`src/rtl/vga_capture_rx.sv`:
```
// ----------------------------------------------------------------------------
// vga_capture_rx
//
// Receives a TinyVGA-style 8-pin video stream (2 bits per colour plus
// active-low hsync/vsync) and rebuilds the raster position from the sync
// edges alone. It verifies that line length and line count match the
// configured timing, holds a lock flag while they do, and produces a simple
// additive checksum of every frame that is fully received while locked.
//
// Ports
//   clk         pixel clock; the only clock, rising edge
//   rst_n       asynchronous active-low reset
//   pmod_in     {hsync, B0, G0, R0, vsync, B1, G1, R1}; syncs active-low
//   locked      timing lock achieved
//   pix_valid   output pixel is inside the active area while locked
//   pix_x       recovered horizontal position
//   pix_y       recovered vertical position
//   rgb         {R1,R0,G1,G0,B1,B0} of the sampled pixel (always passed on)
//   frame_sum   checksum of the last frame completed while locked
//   frame_done  one-cycle pulse when frame_sum updates
//   err_count   saturating count of lock losses
//
// Pin to output latency is two clocks: one input register stage, then all
// outputs are registered from logic that looks at that stage.
// ----------------------------------------------------------------------------
module vga_capture_rx #(
    parameter int H_TOTAL      = 800,
    parameter int V_TOTAL      = 525,
    parameter int H_ACTIVE     = 640,
    parameter int V_ACTIVE     = 480,
    parameter int H_SYNC_START = 656,
    parameter int V_SYNC_START = 490
) (
    input  logic        clk,
    input  logic        rst_n,
    input  logic [7:0]  pmod_in,
    output logic        locked,
    output logic        pix_valid,
    output logic [9:0]  pix_x,
    output logic [9:0]  pix_y,
    output logic [5:0]  rgb,
    output logic [15:0] frame_sum,
    output logic        frame_done,
    output logic [7:0]  err_count
);

    localparam logic [1:0] ST_SEARCH  = 2'd0;
    localparam logic [1:0] ST_MEASURE = 2'd1;
    localparam logic [1:0] ST_LOCKED  = 2'd2;

    localparam int HS_BIT = 7;
    localparam int VS_BIT = 3;

    localparam logic [9:0]  X_LAST      = 10'(H_TOTAL - 1);
    localparam logic [9:0]  Y_LAST      = 10'(V_TOTAL - 1);
    localparam logic [9:0]  X_SYNC      = 10'(H_SYNC_START);
    localparam logic [9:0]  Y_SYNC      = 10'(V_SYNC_START);
    localparam logic [9:0]  X_ACT       = 10'(H_ACTIVE);
    localparam logic [9:0]  Y_ACT       = 10'(V_ACTIVE);
    localparam logic [10:0] LINE_LEN    = 11'(H_TOTAL);
    localparam logic [10:0] FRAME_LINES = 11'(V_TOTAL);

    function automatic logic [10:0] sat_inc11(input logic [10:0] v);
        return (v == 11'h7FF) ? v : v + 11'd1;
    endfunction

    function automatic logic [7:0] sat_inc8(input logic [7:0] v);
        return (v == 8'hFF) ? v : v + 8'd1;
    endfunction

    // ------------------------------------------------------------------
    // Stage 1: input register plus the previous stage-1 sync levels.
    // Syncs reset to 1 so that no edge is seen straight out of reset.
    // ------------------------------------------------------------------
    logic [7:0] pin_p1;
    logic       hs_d_p1;
    logic       vs_d_p1;

    always_ff @(posedge clk or negedge rst_n) begin
        if (!rst_n) begin
            pin_p1  <= 8'h88;
            hs_d_p1 <= 1'b1;
            vs_d_p1 <= 1'b1;
        end else begin
            pin_p1  <= pmod_in;
            hs_d_p1 <= pin_p1[HS_BIT];
            vs_d_p1 <= pin_p1[VS_BIT];
        end
    end

    // ------------------------------------------------------------------
    // Stage 2: edge detection, position recovery, timing checks, FSM
    // and outputs, all registered at this boundary.
    // ------------------------------------------------------------------
    logic        hs_fall;
    logic        vs_fall;
    logic        x_wrap;
    logic [9:0]  x_next;
    logic [9:0]  y_next;

    logic [1:0]  state;
    logic [1:0]  state_next;
    logic [10:0] line_cnt;
    logic        line_armed;
    logic        line_bad;
    logic [10:0] frame_lines;
    logic        frame_bad;
    logic        frame_good;
    logic        err_bump;
    logic [15:0] acc;

    always_comb begin
        hs_fall = hs_d_p1 & ~pin_p1[HS_BIT];
        vs_fall = vs_d_p1 & ~pin_p1[VS_BIT];

        // An hsync fall re-phases x, so it never counts as a wrap.
        x_wrap = ~hs_fall & (pix_x == X_LAST);

        if (hs_fall) begin
            x_next = X_SYNC;
        end else if (x_wrap) begin
            x_next = 10'd0;
        end else begin
            x_next = pix_x + 10'd1;
        end

        if (vs_fall) begin
            y_next = Y_SYNC;
        end else if (x_wrap) begin
            y_next = (pix_y == Y_LAST) ? 10'd0 : pix_y + 10'd1;
        end else begin
            y_next = pix_y;
        end

        // line_cnt holds the length of the line that ends at this fall.
        line_bad   = hs_fall & line_armed & (line_cnt != LINE_LEN);
        frame_good = ~frame_bad & ~line_bad & (frame_lines == FRAME_LINES);
    end

    always_comb begin
        state_next = state;
        err_bump   = 1'b0;
        case (state)
            ST_SEARCH: begin
                if (vs_fall) begin
                    state_next = ST_MEASURE;
                end
            end
            ST_MEASURE: begin
                // A failed frame simply restarts the measurement here.
                if (vs_fall && frame_good) begin
                    state_next = ST_LOCKED;
                end
            end
            ST_LOCKED: begin
                if (line_bad) begin
                    state_next = ST_MEASURE;
                    err_bump   = 1'b1;
                end else if (vs_fall && (frame_lines != FRAME_LINES)) begin
                    state_next = ST_MEASURE;
                    err_bump   = 1'b1;
                end
            end
            default: begin
                state_next = ST_SEARCH;
            end
        endcase
    end

    always_ff @(posedge clk or negedge rst_n) begin
        if (!rst_n) begin
            state       <= ST_SEARCH;
            line_cnt    <= 11'd0;
            line_armed  <= 1'b0;
            frame_lines <= 11'd0;
            frame_bad   <= 1'b0;
            acc         <= 16'd0;
        end else begin
            state <= state_next;

            // The fall cycle itself is the first cycle of the new line, so a
            // nominal line reads exactly H_TOTAL at its closing fall.
            line_cnt <= hs_fall ? 11'd1 : sat_inc11(line_cnt);

            // On entry to MEASURE the line in progress is partial; the next
            // hsync fall only establishes a reference.
            if ((state_next == ST_MEASURE) && (state != ST_MEASURE)) begin
                line_armed <= 1'b0;
            end else if (hs_fall && (state != ST_SEARCH)) begin
                line_armed <= 1'b1;
            end

            // A coincident hsync fall belongs to the frame that is starting.
            if (vs_fall) begin
                frame_lines <= hs_fall ? 11'd1 : 11'd0;
            end else if (hs_fall) begin
                frame_lines <= sat_inc11(frame_lines);
            end

            // A mid-frame drop leaves frame_bad set, which forces the
            // partial frame that follows to be discarded.
            frame_bad <= vs_fall ? 1'b0 : (frame_bad | line_bad);

            if (vs_fall) begin
                acc <= 16'd0;
            end else if (pix_valid) begin
                acc <= acc + {10'd0, rgb};
            end
        end
    end

    always_ff @(posedge clk or negedge rst_n) begin
        if (!rst_n) begin
            locked     <= 1'b0;
            pix_valid  <= 1'b0;
            pix_x      <= 10'd0;
            pix_y      <= 10'd0;
            rgb        <= 6'd0;
            frame_sum  <= 16'd0;
            frame_done <= 1'b0;
            err_count  <= 8'd0;
        end else begin
            locked    <= (state_next == ST_LOCKED);
            pix_valid <= (state_next == ST_LOCKED) && (x_next < X_ACT) && (y_next < Y_ACT);
            pix_x     <= x_next;
            pix_y     <= y_next;
            rgb       <= {pin_p1[0], pin_p1[4], pin_p1[1], pin_p1[5], pin_p1[2], pin_p1[6]};

            if (vs_fall && (state == ST_LOCKED)) begin
                frame_sum  <= acc;
                frame_done <= 1'b1;
            end else begin
                frame_done <= 1'b0;
            end

            if (err_bump) begin
                err_count <= sat_inc8(err_count);
            end
        end
    end

endmodule

```
`config.mk`:
```
export PLATFORM = sky130hd
export DESIGN_NAME = vga_capture_rx
export DESIGN_NICKNAME = d
export VERILOG_FILES = /design/src/rtl/vga_capture_rx.sv
export SDC_FILE = /design/constraint.sdc
export NUM_CORES = 1
export LEC_CHECK = 0
export BUFFER_PORTS_ARGS = -buffer_cell sky130_fd_sc_hd__buf_2
export CELL_PAD_IN_SITES_DETAIL_PLACEMENT = 0
export CELL_PAD_IN_SITES_GLOBAL_PLACEMENT = 1
export CORE_MARGIN = 5
export CORE_UTILIZATION = 49
export CTS_CLUSTER_DIAMETER = 50
export DETAILED_ROUTE_END_ITERATION = 7
export PLACE_DENSITY = 0.83
export SLEW_MARGIN = 40
export SYNTH_ARGS = -nofsm -noshare
export SYNTH_HDL_FRONTEND = slang
export SYNTH_SLANG_ARGS = --single-unit
```
`constraint.sdc`:
```
create_clock -name clk -period 3.2 [get_ports clk]
set_input_delay 0.16 -clock clk [delete_from_list [all_inputs] [get_ports clk]]
set_output_delay 0.16 -clock clk [all_outputs]
set_load 0.03 [all_outputs]
```
[Word-level counts from Yosys, hierarchy flattened]
Cells that the tools add are included.
Word-level totals
  register bits after elaboration: 105
  bits of input ports: 10
  output and inout port bits: 53
  word-level logic and storage cells: 93
Operators by class
  add/sub/neg operators: 6
  magnitude comparators: 2
  equality and inequality tests: 15
  muxes and demuxes: 25
  bitwise logic cells: 14
  reduce and logical (&&, ||, !) cells: 14
Operators by type and width (count)
  2-to-1 mux 11 bit: 5
  2-to-1 mux 10 bit: 5
  2-to-1 mux 16 bit: 2
  adder 11 x 1 -> 11 bit, second input constant: 2
  equality test 11 bit, second input constant: 2
  inequality test 11 x 10 -> 1 bit, second input constant: 2
  adder 10 x 1 -> 10 bit, second input constant: 2
  equality test 10 bit, second input constant: 2
  adder 16 x 6 -> 16 bit: 1
  equality test 11 x 10 -> 1 bit, second input constant: 1
  less-than comparator 10 bit, second input constant: 1
  less-than comparator 10 x 9 -> 1 bit, second input constant: 1
  adder 8 x 1 -> 8 bit, second input constant: 1
  equality test 8 bit, second input constant: 1
  2-to-1 mux 1 bit: 8
  2-to-1 mux 2 bit: 4
  nonzero test 2 bit: 4
  AND 1 bit: 7
  logical AND 1 bit: 7
  inverter 1 bit: 6
  case mux 2 bit (3 select lines): 1
  equality test 2 x 1 -> 1 bit, second input constant: 2
  equality test 2 bit, second input constant: 2
  inequality test 2 bit, second input constant: 2
  4 further kinds: 5

[Longest topological paths before layout]
Gate-level depths: netlist of the first run.
  word-level depth: 13
  depth in mapped cells: 8
  mapped depth without buffers: 8

[Least setup slack after synthesis of the first run]
Ideal clock, no wire load.
  path kind: register to register
  start: reg rgb[0]
  end: reg acc[10]
  arrival: 2070 ps
  data required time: 3068 ps
  slack: 998 ps
  stages on the path, launching flop included: 9
  period minus slack after synthesis: 2202 ps
  path through: dfrtp_1 ha_1 fa_1 a21oi_1 o21bai_1 a211oi_1 nor3_1 xnor2_1 nor2_1
On the way
  cells in the longest elaborated chain, start to end: 3
Ends and longest elaborated chain
  start: declaration: line 41  | output logic [5:0] rgb,
  start signal: assignment: line 227  | rgb <= {pin_p1[0], pin_p1[4], pin_p1[1], pin_p1[5], pin_p1[2], pin_p1[6]};
  adder 16 x 6 -> 16 bit: line 207  | acc <= acc + {10'd0, rgb};
  2-to-1 mux 16 bit: line 206  | end else if (pix_valid) begin
  2-to-1 mux 16 bit: line 204  | if (vs_fall) begin
  end signal: assignment: line 207
  end: declaration: line 110  | logic [15:0] acc;
Every way passes these cells. The select of a mux whose other input is x is not followed.
A chain may end at the register's enable or synchronous reset.

[Worst setup path after layout of the first run]
Ends and elaborated chain as after synthesis.

==> results.py, run 1 <==
metrics = {
    "floorplanning": {
        "pin_count": 63,
        "die_h_um": 110,
        "die_area_mm2": 0.0121,
        "rows": 36,
        "initial_utilization_pct": 50.1,
        "coreArea_mm2": 0.00977,
        "die_x_um": 110,
    },
    "final_layout": {
        "nFillCells": 860,
        "syn_to_final_growth_pct": 15.7,
        "finish.utilization_pct": 58.0,
        "diodes": 0,
        "drive_above_1_share_pct": 21.0,
        "final_cells": 661,
        "fin_nets": 548,
    },
    "setup_path": {
        "worstReg2RegEnd": "acc[10]",
        "start_kind": "register",
        "critPathMaxFanout": 4,
        "arrival_ns": 2.65,
        "cp_top_family": "compound AO/OA/AOI/OAI gates",
        "crit_path_end_kind": "register",
        "critPathBufInv": 0,
        "crit_cells": 8,
        "rr_startpoint": "rgb[0]",
        "reg2reg_slack_ns": 0.80,
        "timing.critical_path.to": "acc[10]",
        "worstRegToRegCells": 8,
        "cp_cell_sequence": "ha_1 -> fa_1 -> a21oi_1 -> o21bai_1 -> a211oi_1 -> nor3_1 -> xnor2_1 -> nor2_1",
        "crit_start": "rgb[0]",
        "cp.required_ns": 3.45,
        "cpPeakStageDelay_ns": 0.57,
        "path_class": "register to register",
        "slowest_stage": "a211oi_1",
    },
    "yosys": {
        "synth_commonest_cells": "dfrtp_1 (101), nor2_1 (55), nand2_1 (37), xnor2_1 (21), xor2_1 (20)",
        "syn_nets": 474,
        "synthFlopType": "dfrtp_1",
        "syn_inst": 449,
        "synth-edff-count": 0,
        "syn_avg_cell_area_um2": 10.9,
        "yosysSeqAreaShare_pct": 53.8,
        "yosysMostFrequentCell": "dfrtp_1",
        "ys_ff_latch": 105,
        "yosys_warnings": 0,
        "postSynth.asyncResetShare_pct": 100,
        "synth.area.top_cells": "dfrtp_1 (52%), nor2_1 (4.2%), xnor2_1 (3.8%)",
        "netlist_area_mm2": 0.00490,
        "synth_top_area_share_pct": 51.6,
        "synth.distinct_cells": 58,
        "synth_top_area_cell": "dfrtp_1",
    },
    "timing": {
        "worst_pin_slew_ns": 0.625,
        "setup_viol": 0,
        "fmax_ghz": 0.416,
        "grt_setup_unrepaired": "no",
        "fin_skew_ns": 0.00888,
        "maxSlewHeadroom_pct": 57.9,
        "hold_viol": 0,
        "whs_ns": 0.319,
        "final.setup.tns_ns": 0,
        "final.setup.worst_slack_ns": 0.797,
        "post-route-min-period_ns": 2.40,
        "slew_viol_final": 0,
        "min_period_over_period_pct": 75.1,
    },
    "global_route": {
        "grt_pass1_vias": 3434,
        "grt_pass1_wl_um": 16600,
        "grt_start_max_net_pins": 64,
        "grt_antenna_before_repair": 0,
        "overflow": 0,
        "grtUsageTotal_pct": 17.5,
    },
    "placed_design": {
        "dp_slack_ns": 0.873,
        "place.port_buffers": 62,
        "dp_cells": 636,
        "dp_hpwl_um": 6850,
        "routabilityCongestion": 0.845,
    },
    "power_and_ir_drop": {
        "p_clk_share_pct": 32.9,
        "seq_power_share_pct": 56.8,
        "p_int_mw": 1.87,
        "powerDensity_mw_per_mm2": 450,
        "combPwrFrac_pct": 10.3,
        "ir_drop_mv": 0.246,
        "p_switching_mw": 0.675,
        "p_leak_nw": 2.63,
        "switching_share_pct": 26.5,
    },
    "hold_path": {
        "hold_path_class": "input port to asynchronous set/reset pin",
    },
    "clock_tree": {
        "tritoncts": "built",
        "h-tree-depth": 3,
        "root_buffer": "clkbuf_8",
        "post-cts-setup-buffer-count": 0,
        "clk_path_buf_depth": 2,
        "clkTransAtPathRegs_ns": 0.10,
        "numCtsBuffers": 9,
        "cts.sinks": 105,
        "clk_latency_ns": 0.36,
    },
    "route": {
        "ant_nets": 0,
        "vias": 3565,
        "wirelength_um": 9840,
        "post_drt_wl_per_cell_um": 14.9,
        "firstDrtPassIters": 4,
        "drtIter0Drc": 141,
        "drc": 0,
        "viasPerCell": 5.39,
    },
    "status": {
        "status": "completed",
    },
    "flow_run": {
        "cap_viol_max_count": 0,
    },
}
[worst reg2reg max path, delay by kind of cell (launching register included)]
family                   cells  cell delay [ns]
AND/OR/NAND/NOR              2             0.22
XOR/XNOR                     1             0.18
flip-flops                   1             0.40
AO/OA/AOI/OAI                3             0.85
adder cells (fa/ha/maj)      2             0.64
[power by group through the flow]
stage	Sequential (mW)	Clock [mW]	Combinational [mW]
after floorplan	1.51	0	0.125
after global placement	1.47	0	0.254
after detailed placement	1.47	0	0.258
after CTS	1.45	0.866	0.269
after global routing	1.46	0.922	0.294
final	1.45	0.839	0.262
[worst min path at each step]
stage,from,endpoint,slack [ns],cells past startpoint
after global routing,pin_p1[4],rgb[4],0.37,0
final,rst_n,pix_y[2],0.32,2
after global placement,rst_n,pix_y[3],0.18,1
after detailed placement,rst_n,pix_y[3],0.19,1
after floorplan,rst_n,acc[0],-0.14,0
after CTS,rst_n,frame_lines[1],0.33,2
[through the flow]
step,area [um2],power (mW)
after floorplan,4900,1.63
after global placement,5380,1.72
after detailed placement,5380,1.73
after CTS,5670,2.58
after global routing,5670,2.67
final,5670,2.55
[flip-flops by register name, summed over array words and instances, names as in the netlist]
signal       flops
frame_bad        1
vs_d_p1          1
line_cnt        11
pix_valid        1
frame_sum       16
pin_p1           8
err_count        8
hs_d_p1          1
frame_lines     11
locked           1
pix_x           10
acc             16
line_armed       1
rgb              6
state            2
pix_y           10
frame_done       1
[cells in the final DEF (no fill, tap or decap), types with 6 or more instances in the layout]
| cell | netlist | final |
|---|---|---|
| dfrtp_1 | 101 | 101 |
| buf_2 | 3 | 61 |
| nor2_1 | 55 | 55 |
| nand2_1 | 37 | 37 |
| xnor2_1 | 21 | 21 |
| xor2_1 | 20 | 20 |
| a21oi_1 | 19 | 19 |
| mux2_2 | 16 | 16 |
| ha_1 | 14 | 14 |
| nand3_1 | 13 | 13 |
| nand4_1 | 12 | 12 |
| nor3_1 | 11 | 11 |
| o21ai_0 | 11 | 11 |
| inv_1 | 10 | 10 |
| and3_1 | 10 | 10 |
| clkbuf_8 | 0 | 10 |
| dlygate4sd3_1 | 0 | 9 |
| and4_1 | 6 | 6 |
| a31oi_1 | 6 | 6 |
[per-layer routing]
| metal | track usage (%) | wire (um) | share of wire (%) | vias to the layer above |
|---|---|---|---|---|
| met5 | 0 | 0 | 0 | - |
| met4 | 5.97 | 118 | 1.2 | 0 |
| met3 | 3.55 | 370 | 3.8 | 12 |
| met2 | 26.6 | 4630 | 47 | 65 |
| met1 | 25.0 | 4720 | 48 | 1755 |
| li1 | - | - | - | 1733 |
[cell type report]
type	instances	area, um2	share of cell area [%]
timing repair buffer	76	453	7.99
clock buffer	11	141	2.49
tap	133	166	2.94
multi-input combinational	320	2170	38.3
sequential	105	2630	46.4
clock inverter	5	60.1	1.06
inverter	11	41.3	0.728
[logic make-up after synthesis]
family	after synthesis	synth area share, %
AND/OR/NAND/NOR	177	18.5
flip-flops	105	53.8
AO/OA/AOI/OAI	66	9.66
XOR/XNOR	41	7.33
buffers and inverters	24	1.92
multiplexers	21	4.80
adder cells (fa/ha/maj)	15	3.99
[repair_timing]
item / 4_1_cts / 5_1_grt
resized for setup: 0 / 0
hold endpoints to repair: 50 / 0
hold buffers: 9 / 0
Note: power is estimated with default switching activity, not from simulation.
==> run 2: changes to the inputs <==
--- a/config.mk
+++ b/config.mk
@@ -5,14 +5,15 @@
 export SDC_FILE = /design/constraint.sdc
 export NUM_CORES = 1
 export LEC_CHECK = 0
+export ABC_AREA = 1
 export BUFFER_PORTS_ARGS = -buffer_cell sky130_fd_sc_hd__buf_2
 export CELL_PAD_IN_SITES_DETAIL_PLACEMENT = 0
 export CELL_PAD_IN_SITES_GLOBAL_PLACEMENT = 1
 export CORE_MARGIN = 5
-export CORE_UTILIZATION = 49
+export CORE_UTILIZATION = 39
 export CTS_CLUSTER_DIAMETER = 50
 export DETAILED_ROUTE_END_ITERATION = 7
-export PLACE_DENSITY = 0.83
+export PLACE_DENSITY = 0.74
 export SLEW_MARGIN = 40
 export SYNTH_ARGS = -nofsm -noshare
 export SYNTH_HDL_FRONTEND = slang
==> constraint.sdc (replaced) <==
create_clock -name clk -period 2.1 [get_ports clk]
set_input_delay 0.105 -clock clk [delete_from_list [all_inputs] [get_ports clk]]
set_output_delay 0.105 -clock clk [all_outputs]
set_load 0.03 [all_outputs]
==> results.py, run 2 <==
metrics = {
    "status": {
        "status": "completed",
    },
    "power_and_ir_drop": {
        "p_switching_mw": 1.23,
        "seq_power_share_pct": 48.6,
        "combPwrFrac_pct": 11.8,
        "p_int_mw": 3.36,
        "switching_share_pct": 26.8,
        "p_clk_share_pct": 39.6,
        "p_leak_nw": 3.09,
        "ir_drop_mv": 0.379,
        "powerDensity_mw_per_mm2": 731,
    },
    "placed_design": {
        "dp_hpwl_um": 8960,
        "place.port_buffers": 62,
        "dp_cells": 880,
        "place_area_mm2": 0.00586,
        "dp_slack_ns": 0.162,
        "routabilityCongestion": 0.834,
    },
    "clock_tree": {
        "tritoncts": "built",
        "post-cts-setup-buffer-count": 0,
        "clkTransAtPathRegs_ns": 0.07,
        "numCtsBuffers": 9,
        "h-tree-depth": 3,
        "clk_path_buf_depth": 2,
        "clk_latency_ns": 0.35,
        "root_buffer": "clkbuf_16",
        "cts.sinks": 105,
    },
    "setup_path": {
        "crit_start": "vs_d_p1",
        "cp_top_family": "simple AND/OR/NAND/NOR gates",
        "rr_startpoint": "vs_d_p1",
        "critPathBufInv": 3,
        "slowest_stage": "dfstp_2",
        "worstRegToRegCells": 10,
        "worstReg2RegEnd": "err_count[6]",
        "cp.required_ns": 2.35,
        "reg2reg_slack_ns": 0.24,
        "cp_cell_sequence": "inv_1 -> or2_1 -> inv_6 -> o21ai_1 -> nand2_1 -> inv_2 -> nor2_8 -> nand2_4 -> o21ai_1 -> nand2_1",
        "cpPeakStageDelay_ns": 0.52,
        "arrival_ns": 2.11,
        "start_kind": "register",
        "crit_path_end_kind": "register",
        "critPathMaxFanout": 10,
        "path_class": "register to register",
    },
    "yosys": {
        "yosysMostFrequentCell": "nand2_1",
        "synth.distinct_cells": 45,
        "ys_ff_latch": 105,
        "postSynth.asyncResetShare_pct": 100,
        "synth_top_area_share_pct": 47.7,
        "synthFlopType": "dfrtp_1",
        "syn_inst": 643,
        "synth-edff-count": 0,
        "yosysSeqAreaShare_pct": 49.7,
        "yosys_warnings": 0,
        "synth_top_area_cell": "dfrtp_1",
        "synth.area.top_cells": "dfrtp_1 (48%), nand2_1 (11%), inv_1 (6.0%)",
        "syn_avg_cell_area_um2": 8.23,
        "syn_nets": 668,
        "synth_commonest_cells": "nand2_1 (159), dfrtp_1 (101), inv_1 (85), nand3_1 (57), nor2_1 (57)",
        "netlist_area_mm2": 0.00529,
    },
    "final_layout": {
        "diodes": 0,
        "top_regs": "acc: 16 flops, frame_sum: 16 flops",
        "finish.utilization_pct": 47.3,
        "layout_common_cells": "nand2_1 (159), dfrtp_1 (101), inv_1 (85), buf_2 (61), nand3_1 (57)",
        "drive_above_1_share_pct": 14.8,
        "design_area_mm2": 0.00628,
        "nFillCells": 1293,
        "syn_to_final_growth_pct": 18.7,
        "fin_nets": 749,
        "final_common_cell": "nand2_1",
        "final_cells": 905,
    },
    "timing": {
        "final.setup.tns_ns": 0,
        "final.setup.worst_slack_ns": 0.240,
        "slew_viol_final": 0,
        "post-route-min-period_ns": 1.86,
        "worst_pin_slew_ns": 0.535,
        "grt_setup_unrepaired": "no",
        "maxSlewHeadroom_pct": 64.3,
        "hold_viol": 0,
        "fin_skew_ns": 0.00718,
        "setup_viol": 0,
        "min_period_over_period_pct": 88.6,
        "fmax_ghz": 0.538,
    },
    "floorplanning": {
        "initial_utilization_pct": 39.8,
        "die_x_um": 127,
        "die_h_um": 127,
        "die_area_mm2": 0.0160,
        "pin_count": 63,
        "rows": 42,
        "coreArea_mm2": 0.0133,
    },
    "route": {
        "ant_nets": 0,
        "viasPerCell": 4.93,
        "post_drt_wl_per_cell_um": 13.3,
        "drtIter0Drc": 245,
        "firstDrtPassIters": 5,
        "wirelength_um": 12000,
        "drc": 0,
        "vias": 4460,
    },
    "global_route": {
        "grt_pass1_vias": 4429,
        "overflow": 0,
        "grt_antenna_before_repair": 0,
        "grt_pass1_wl_um": 21000,
        "grtUsageTotal_pct": 15.9,
        "grt_start_max_net_pins": 38,
    },
    "hold_path": {
        "hold_path_class": "input port to asynchronous set/reset pin",
    },
    "flow_run": {
        "cap_viol_max_count": 0,
    },
}
[run 2: cell count changes in the layout (fill, tap and decap cells not counted), sizes merged, moves of 10 or more]
cell / before / now
nand3: 13 / 58
inv: 12 / 89
xnor2: 21 / 8
xor2: 20 / 10
mux2: 17 / 0
and3: 10 / 0
nand2: 37 / 161
o21ai: 12 / 48
[run 2: per-layer routing]
layer	global-route usage [%]	routed length, um
met5	0	0
met1	21.2	5660
met2	26.1	5610
met4	5.99	244
met3	2.65	503
[run 2: final cells by class]
type | count | area, um2 | share of cell area (%)
Sequential cell | 105 | 2630 | 41.9
Multi-Input combinational cell | 439 | 2270 | 36.1
Timing Repair Buffer | 80 | 495 | 7.89
Inverter | 89 | 344 | 5.48
Clock buffer | 10 | 229 | 3.64
Tap cell | 176 | 220 | 3.51
Clock inverter | 6 | 92.6 | 1.47
[run 2: cell families (layout without fill, tap and decap cells)]
group	after synthesis	in the layout	share of synthesized area, %
buf+inv	99	185	7.54
fa+ha+maj	15	15	3.69
simple gates	317	317	26.4
flops	105	105	49.7
xor+xnor	18	18	2.98
compound gates	89	89	9.62
[run 2: metrics by stage]
stage / power [mW] / hold slack, ns
after floorplan: 2.61 / -0.191
after global placement: 2.80 / 0.108
after detailed placement: 2.80 / 0.116
after CTS: 4.66 / 0.282
after global routing: 4.81 / 0.323
final: 4.59 / 0.264
[run 2: worst register-to-register path, stage by stage, from the launching register on]
cell     delay (ns)
dfstp_2        0.52
inv_1          0.03
or2_1          0.40
inv_6          0.16
o21ai_1        0.07
nand2_1        0.07
inv_2          0.06
nor2_8         0.13
nand2_4        0.11
o21ai_1        0.14
nand2_1        0.05
[run 2: worst max path at each step]
stage | to | slack [ns] | cells after the start
4_1_cts | acc[9] | 0.16 | 8
2_1_floorplan | acc[9] | 0.25 | 8
3_3_place_gp | acc[11] | 0.21 | 8
6_report | err_count[6] | 0.24 | 10
5_1_grt | pix_valid | 0.02 | 9
3_5_place_dp | acc[9] | 0.16 | 8
[run 2: power groups by stage]
stage	Combinational [mW]	Clock (mW)	Sequential [mW]
CTS	0.549	1.88	2.23
detailed placement	0.535	0	2.27
global placement	0.529	0	2.27
floorplan	0.285	0	2.32
global route	0.614	1.95	2.24
finish	0.541	1.82	2.23
[run 2: repair_timing]
| item | CTS | global route |
|---|---|---|
| setup endpoints to repair | 0 | 4 |
| hold buffers | 9 | 0 |
| resized for setup | 0 | 2 |
| hold endpoints to repair | 43 | 0 |
==> run 3: changes to the inputs <==
--- a/config.mk
+++ b/config.mk
@@ -10,10 +10,10 @@
 export CELL_PAD_IN_SITES_DETAIL_PLACEMENT = 0
 export CELL_PAD_IN_SITES_GLOBAL_PLACEMENT = 1
 export CORE_MARGIN = 5
-export CORE_UTILIZATION = 39
+export CORE_UTILIZATION = 25
 export CTS_CLUSTER_DIAMETER = 50
 export DETAILED_ROUTE_END_ITERATION = 7
-export PLACE_DENSITY = 0.74
+export PLACE_DENSITY = 0.51
 export SLEW_MARGIN = 40
 export SYNTH_ARGS = -nofsm -noshare
 export SYNTH_HDL_FRONTEND = slang
==> results.py, run 3 (same netlist as run 2, synthesis figures left out) <==
metrics = {
    "timing": {
        "grt_setup_unrepaired": "no",
        "final.setup.worst_slack_ns": 0.275,
        "slew_viol_final": 0,
        "maxSlewHeadroom_pct": 65.7,
        "setup_viol": 0,
        "worst_pin_slew_ns": 0.510,
        "hold_viol": 0,
        "fmax_ghz": 0.548,
        "post-route-min-period_ns": 1.83,
        "final.setup.tns_ns": 0,
        "fin_skew_ns": 0.00665,
        "min_period_over_period_pct": 86.9,
    },
    "final_layout": {
        "layout_common_cells": "nand2_1 (159), dfrtp_1 (100), inv_1 (85), buf_2 (61), nand3_1 (57)",
        "top_regs": "acc: 16 flops, frame_sum: 16 flops",
        "drive_above_1_share_pct": 15.6,
        "finish.utilization_pct": 30.8,
        "final_common_cell": "nand2_1",
        "syn_to_final_growth_pct": 22.0,
        "design_area_mm2": 0.00646,
        "fin_nets": 751,
        "final_cells": 1006,
        "diodes": 0,
    },
    "floorplanning": {
        "die_x_um": 156,
        "rows": 53,
        "die_area_mm2": 0.0242,
        "die_h_um": 156,
        "pin_count": 63,
        "initial_utilization_pct": 25.3,
        "coreArea_mm2": 0.0210,
    },
    "global_route": {
        "grt_start_max_net_pins": 51,
        "grtUsageTotal_pct": 11.4,
        "grt_pass1_wl_um": 22300,
        "overflow": 0,
        "grt_antenna_before_repair": 0,
        "grt_pass1_vias": 4400,
    },
    "power_and_ir_drop": {
        "p_clk_share_pct": 42.6,
        "seq_power_share_pct": 46.2,
        "powerDensity_mw_per_mm2": 747,
        "p_switching_mw": 1.23,
        "p_leak_nw": 3.12,
        "p_int_mw": 3.60,
        "switching_share_pct": 25.5,
        "combPwrFrac_pct": 11.2,
        "ir_drop_mv": 0.394,
    },
    "route": {
        "vias": 4417,
        "wirelength_um": 13200,
        "viasPerCell": 4.39,
        "ant_nets": 0,
        "firstDrtPassIters": 4,
        "top_layer_used": "met4",
        "wl_met2_um": 6200,
        "drtIter0Drc": 200,
        "post_drt_wl_per_cell_um": 13.1,
        "met1_length_um": 6270,
        "dr_wl_met3_um": 534,
        "drc": 0,
    },
    "setup_path": {
        "cpPeakStageDelay_ns": 0.52,
        "crit_path_end_kind": "register",
        "cp_top_family": "buffers and inverters",
        "cp.required_ns": 2.32,
        "slowest_stage": "dfstp_2",
        "cp_cell_sequence": "inv_1 -> or2_1 -> inv_6 -> buf_4 -> nor2_1 -> inv_1 -> o21ai_0",
        "arrival_ns": 2.05,
        "critPathMaxFanout": 13,
        "path_class": "register to register",
        "start_kind": "register",
        "critPathBufInv": 4,
        "cp_common_cell": "inv_1",
    },
    "flow_run": {
        "cap_viol_max_count": 0,
    },
    "clock_tree": {
        "cts.sinks": 105,
        "h-tree-depth": 3,
        "numCtsBuffers": 9,
        "clk_latency_ns": 0.35,
        "clk_path_buf_depth": 2,
        "tritoncts": "built",
        "root_buffer": "clkbuf_16",
        "clkTransAtPathRegs_ns": 0.07,
    },
    "placed_design": {
        "dp_hpwl_um": 9800,
        "place.port_buffers": 62,
        "routabilityCongestion": 0.812,
        "dp_slack_ns": 0.0531,
        "place_area_mm2": 0.00598,
        "dp_cells": 979,
    },
    "status": {
        "status": "completed",
    },
    "hold_path": {
        "hold_path_class": "input port to asynchronous set/reset pin",
    },
}
-- run 3: cell count changes in the layout (fill, tap and decap cells not counted), sizes merged --
cell      delta
clkinv       -1
clkbuf       -1
bufinv       +2
buf          +2
inv          +1
clkinvlp     -1
-- run 3: layer usage --
metal,vias up,GRT usage (%)
li1,2246,-
met1,2086,14.9
met2,72,18.7
met3,13,2.78
met4,0,3.21
met5,-,0
-- run 3: path summary, 6_finish.rpt --
| path | to | slack [ns] | startpoint | cells after the start |
|---|---|---|---|---|
| worst max register to register | acc[1] | 0.27 | vs_d_p1 | 7 |
| max in group asynchronous | hs_d_p1 | 1.14 | rst_n | 3 |
| min in group clk | rgb[3] | 0.35 | pin_p1[1] | 0 |
| worst min register to register | rgb[3] | 0.35 | pin_p1[1] | 0 |
| worst min-delay path | rgb[4] | 0.26 | rst_n | 2 |
| worst max-delay path | acc[1] | 0.27 | vs_d_p1 | 7 |
-- run 3: power groups by stage --
stage / Combinational (mW) / Clock [mW] / Sequential (mW)
after CTS: 0.551 / 2.13 / 2.23
final: 0.542 / 2.06 / 2.23
after detailed placement: 0.536 / 0 / 2.27
after floorplan: 0.285 / 0 / 2.32
after global placement: 0.542 / 0 / 2.27
after global routing: 0.614 / 2.22 / 2.25
-- run 3: area by class of cell --
type                            count  area (um2)
Fill cell                        2305       14500
Clock inverter                      7         141
Tap cell                          275         344
Multi-Input combinational cell    439        2270
Timing Repair Buffer               82         498
Sequential cell                   105        2630
Clock buffer                        9         225
Inverter                           89         344
-- run 3: worst reg2reg max path: cells and delay by family, from the launching register on --
family	cells	cell delay (ns)
buf+inv	4	0.60
flops	1	0.52
compound gates	1	0.14
simple gates	2	0.45
-- run 3: what timing repair did --
item | CTS | global route
hold endpoints to repair | 42 | 0
hold buffers | 9 | 0
setup endpoints to repair | 0 | 3
gates resized for setup | 0 | 5
buffers inserted | 0 | 2
-- run 3: stage by stage --
stage	total power [mW]	hold slack [ns]
finish	4.83	0.262
global route	5.08	0.306
CTS	4.92	0.267
detailed placement	2.81	0.108
global placement	2.81	0.104
floorplan	2.61	-0.191
